===== src/rtl/arb_mux_pkg.sv =====
// rtl/arb_mux_pkg.sv - shared types, limits and helpers for the arbitrating mux
//
// Contents:
//   MAX_CH      largest supported channel count
//   arb_mode_e  arbitration mode (ARB_FIXED: lowest index wins, ARB_RR: round-robin)
//   onehot2idx  binary index of a one-hot vector (all-zero input gives 0)
package arb_mux_pkg;

  localparam int MAX_CH = 32;
  localparam int MAX_IDX_W = $clog2(MAX_CH);

  typedef enum logic {ARB_FIXED, ARB_RR} arb_mode_e;

  // OR of the indices of all set bits; exact for a one-hot input.
  function automatic logic [MAX_IDX_W-1:0] onehot2idx(input logic [MAX_CH-1:0] oh);
    logic [MAX_IDX_W-1:0] idx;
    idx = '0;
    for (int i = 0; i < MAX_CH; i++) begin
      if (oh[i]) idx = idx | MAX_IDX_W'(i);
    end
    return idx;
  endfunction

endpackage


===== src/rtl/rr_arbiter.sv =====
// rtl/rr_arbiter.sv - fixed-priority / round-robin arbiter with priority pointer
//
// Ports:
//   clk      rising-edge clock
//   rst      synchronous active-high reset (pointer back to channel 0)
//   req      per-channel request vector
//   advance  a transfer happened on the currently granted channel this cycle
//   gnt      one-hot grant, all-zero when nothing requests
module rr_arbiter
  import arb_mux_pkg::*;
#(
  parameter int        N_CH = 8,
  parameter arb_mode_e MODE = ARB_RR
) (
  input  logic            clk,
  input  logic            rst,
  input  logic [N_CH-1:0] req,
  input  logic            advance,
  output logic [N_CH-1:0] gnt
);

  localparam int IDX_W = $clog2(N_CH);

  logic [IDX_W-1:0] r_ptr;
  logic [IDX_W-1:0] w_gnt_idx;
  logic [IDX_W-1:0] w_ptr_next;
  logic [N_CH-1:0]  w_mask;
  logic [N_CH-1:0]  w_masked;
  logic [N_CH-1:0]  w_masked_low;
  logic [N_CH-1:0]  w_req_low;

  // Channels at or above the pointer keep priority; the rest only win
  // through the unmasked fallback, which gives the wrap-around order.
  always_comb begin
    w_mask = '0;
    for (int i = 0; i < N_CH; i++) begin
      w_mask[i] = (i >= int'(r_ptr));
    end
  end

  assign w_masked     = req & w_mask;
  // x & -x isolates the lowest set bit.
  assign w_masked_low = w_masked & (-w_masked);
  assign w_req_low    = req & (-req);

  always_comb begin
    gnt = w_req_low;
    if (MODE == ARB_RR && (|w_masked)) gnt = w_masked_low;
  end

  assign w_gnt_idx  = IDX_W'(onehot2idx(MAX_CH'(gnt)));
  assign w_ptr_next = (int'(w_gnt_idx) == N_CH - 1) ? '0 : w_gnt_idx + IDX_W'(1);

  // In fixed mode the pointer still tracks grants but never affects gnt.
  always_ff @(posedge clk) begin
    if (rst) begin
      r_ptr <= '0;
    end else if (advance) begin
      r_ptr <= w_ptr_next;
    end
  end

endmodule


===== src/rtl/arb_mux_n.sv =====
// rtl/arb_mux_n.sv - N-channel arbitrating multiplexer with registered output
//
// Ports:
//   clk        rising-edge clock
//   rst        synchronous active-high reset
//   in_valid   per-channel request
//   in_data    per-channel data word (in_data[i] belongs to channel i)
//   in_ready   per-channel accept, at most one bit set
//   out_valid  output register holds a word
//   out_data   registered data word
//   out_ready  consumer accepts the word
//   out_grant  one-hot channel that sourced out_data
//   out_ch     binary index of out_grant
module arb_mux_n
  import arb_mux_pkg::*;
#(
  parameter int        N_CH   = 8,
  parameter int        DATA_W = 8,
  parameter arb_mode_e MODE   = ARB_RR
) (
  input  logic                          clk,
  input  logic                          rst,
  input  logic [N_CH-1:0]               in_valid,
  input  logic [N_CH-1:0][DATA_W-1:0]   in_data,
  output logic [N_CH-1:0]               in_ready,
  output logic                          out_valid,
  output logic [DATA_W-1:0]             out_data,
  input  logic                          out_ready,
  output logic [N_CH-1:0]               out_grant,
  output logic [$clog2(N_CH)-1:0]       out_ch
);

  localparam int IDX_W = $clog2(N_CH);

  logic              r_out_valid;
  logic [DATA_W-1:0] r_out_data;
  logic [N_CH-1:0]   r_out_grant;
  logic [IDX_W-1:0]  r_out_ch;

  logic              w_load;
  logic              w_accept;
  logic [N_CH-1:0]   w_gnt;
  logic [IDX_W-1:0]  w_idx;

  // The register can take a word when empty or being drained this cycle.
  assign w_load   = !r_out_valid || out_ready;
  // Nothing is accepted while reset is asserted, so no word is lost upstream.
  assign w_accept = w_load && !rst;
  assign in_ready = w_gnt & {N_CH{w_accept}};

  rr_arbiter #(
    .N_CH (N_CH),
    .MODE (MODE)
  ) u_arb (
    .clk     (clk),
    .rst     (rst),
    .req     (in_valid),
    .advance (|in_ready),
    .gnt     (w_gnt)
  );

  assign w_idx = IDX_W'(onehot2idx(MAX_CH'(w_gnt)));

  always_ff @(posedge clk) begin
    if (rst) begin
      r_out_valid <= 1'b0;
      r_out_data  <= '0;
      r_out_grant <= '0;
      r_out_ch    <= '0;
    end else if (w_load) begin
      r_out_valid <= |w_gnt;
      // Payload holds its last value when the register empties.
      if (|w_gnt) begin
        r_out_data  <= in_data[w_idx];
        r_out_grant <= w_gnt;
        r_out_ch    <= w_idx;
      end
    end
  end

  assign out_valid = r_out_valid;
  assign out_data  = r_out_data;
  assign out_grant = r_out_grant;
  assign out_ch    = r_out_ch;

endmodule


===== config.mk =====
export PLATFORM = sky130hd
export DESIGN_NAME = arb_mux_n
export DESIGN_NICKNAME = d
export VERILOG_FILES = /design/src/rtl/arb_mux_pkg.sv /design/src/rtl/rr_arbiter.sv /design/src/rtl/arb_mux_n.sv
export SDC_FILE = /design/constraint.sdc
export NUM_CORES = 1
export LEC_CHECK = 0
export ABC_AREA = 1
export CAP_MARGIN = 20
export CORE_MARGIN = 2
export CORE_UTILIZATION = 42
export DETAILED_ROUTE_END_ITERATION = 8
export PLACE_DENSITY = 0.81
export REMOVE_ABC_BUFFERS = 1
export SYNTH_ARGS = -nofsm -noshare
export SYNTH_HDL_FRONTEND = slang
export SYNTH_SLANG_ARGS = --single-unit

===== constraint.sdc =====
create_clock -name clk -period 2.45 [get_ports clk]
set_input_delay 0.245 -clock clk [delete_from_list [all_inputs] [get_ports clk]]
set_output_delay 0.245 -clock clk [all_outputs]
set_load 0.03 [all_outputs]

==> results.yml <==
outcome:
  outcome: "finished clean"
global_routing:
  grt_pass1_vias: 2584
  grt_pass1_wl_um: 11270
  antenna_found_initial: 0
  grt_overflow: 0
  grt_use_total: 0.2205
  grt_max_degree: 33
floorplan:
  initial_core_util: 0.4381
  core_area_mm2: 0.005172
  die_area_mm2: 0.005999
  die_y_um: 77.45
  die_w_um: 77.45
  num_io_pins: 103
  rows: 26
route:
  vias: 2677
  vias_per_cell: 4.806
  post_drt_wl_per_cell_um: 11.84
  wirelength_um: 6595
  post-route-drc-count: 0
  drt_iter0_markers: 123
  dr.pass1.iters: 4
  antenna_left: 0
clocking:
  cts_max_level: 1
  ctsHoldBuffers: 0
  cts_resized: 0
  cts_setup_buffers: 0
  tritoncts: "built"
  clkTransAtPathRegs_ns: 0.08
  cts_max_path_buffers: 2
  clkLatencyLatePin_ns: 0.26
  numClockSinks: 23
  clockRootBuffer: "clkbuf_8"
  cts_buffers: 3
place:
  place_area_mm2: 0.003401
  port_buffers: 102
  pre_cts_slack_ns: 0.03211
  gp_congestion: 0.9346
  dpl.hpwl_um: 5276
  dp.cells: 553
sta:
  fin_worst_skew_ns: 0.003107
  fin_crit_sh: 0.9143
  maxSlewViolCount: 0
  max_clock_freq_ghz: 0.4464
  setup_slack_ns: 0.2099
  whs_ns: 0.4781
  setup_violations: 0
  tightest_slew_ns: 0.5296
  setup_tns_ns: 0
  max_slew_margin: 0.6465
  finalHoldViolations: 0
  rsz0062_at_grt: "false"
  period_minus_slack_ns: 2.240
final_layout:
  fin_util: 0.6662
  final_cells: 557
  final_area_mm2: 0.003446
  area_growth_pct: 52.07
  antennaDiodeCount: 0
  drive_gt1_frac: 0.1211
  finalNetCount: 564
setup_path:
  cp_top_family: "simple AND/OR/NAND/NOR gates"
  cp.arrival_ns: 2.00
  cp.required_ns: 2.20
  r2r.worst_path.cells: 14
  cp_num_buf_inv: 2
  start_kind: "flip-flop"
  cp.depth: 9
  worstSetupPathType: "reg2out"
  slowest_stage: "dfxtp_1"
  crit_chain: "nand2_1 > nand3_1 > nand2_2 > nor2_4 > nand3_1 > nand2_1 > inv_2 > nor2_1 > buf_4"
  critPathMaxFanout: 7
  slowest_delay_ns: 0.45
  end_kind: "output pin"
logic_synthesis:
  synth_enable_flop_cells: 0
  ys_seq_area_frac: 0.2032
  yosysWarnings: 0
  yosys-top-cells-count: "99 x nand2_1, 68 x inv_1, 65 x nand3_1"
  synth_cell_types: 28
  synth_area_leaders: "dfxtp_1 20%, nand2_1 16%, nand3_1 14%"
  synth_top_area_frac: 0.2032
  synthFlopType: "dfxtp_1"
  avgSynthCellArea_um2: 5.886
  synthCells: 385
  ys_ff_latch: 23
  yosysTopAreaCell: "dfxtp_1"
  synth.most_common_cell: "nand2_1"
  syn-cell-area_mm2: 0.002266
  async_reset_ff_frac: 0
pwr:
  leakage_nw: 1.737
  ir_drop_uv: 642.6
  fin_total_pwr_mw: 3.714
  p_per_area_mw_per_mm2: 1078
run:
  cap_violations: 0
worst_hold_path:
  hold_depth: 2
  hp-class: "reg2reg"
## kinds of logic after synthesis
logic type	share of synthesized area
AOI/OAI and AO/OA	0.06626
xor gates and xnor gates	0.003866
adders and majority gates	0.005521
buffers and inverters	0.1679
DFF	0.2032
and+or+nand+nor	0.5533
## where the power goes
part | switching (mW) | leakage [nW] | internal [mW] | total [mW]
Clock | 0.117 | 0.0228 | 0.116 | 0.233
Sequential | 0.101 | 0.190 | 0.538 | 0.640
Combinational | 1.68 | 1.52 | 1.16 | 2.84
Total | 1.90 | 1.74 | 1.82 | 3.71
## layout make-up
class	count	area, um2
timing repair buffer	113	1146
fill	467	1727
inverter	75	281.5
clock buffer	4	45.04
sequential	23	460.4
tap	70	87.58
multi-input combinational	272	1425
## state kept, by name, indices dropped and copies added, names as in the netlist
name,count
out_grant,8
u_arb.r_ptr,3
out_valid,1
out_data,8
out_ch,3
## worst min-delay path, stage by stage, from the launching register on
cell     delay (ns)
dfxtp_1        0.31
nand2_1        0.06
o21ai_1        0.06
## layout by cell type (no fill, tap or decap), drive strengths merged
| cell type | instances |
|---|---|
| nand2 | 108 |
| clkdlybuf4s50 | 94 |
| inv | 75 |
| nand3 | 73 |
| nor2 | 38 |
| dfxtp | 23 |
| buf | 19 |
| nand3b | 18 |
| o21ai | 18 |
| a21oi | 9 |
| nand4 | 4 |
| clkbuf | 4 |
| nor3 | 2 |
| xnor2 | 1 |
| ha | 1 |
## final timing paths
path,startpoint,endpoint,slack [ns]
worst max-delay path,u_arb.r_ptr[1],in_ready[2],0.21
worst min-delay path,out_grant[4],out_grant[4],0.48
worst max register to register,u_arb.r_ptr[1],out_data[6],0.28
worst min register to register,out_grant[4],out_grant[4],0.48
## layer usage
layer	up-vias	share of wire	routed length [um]	track usage
met4	0	0.0035	23	0.02143
met1	1192	0.46	3020	0.2777
met5	-	0	0	0
met2	77	0.48	3158	0.4174
met3	2	0.059	392	0.02209
li1	1406	-	-	-
(Power assumes the default switching activity.)
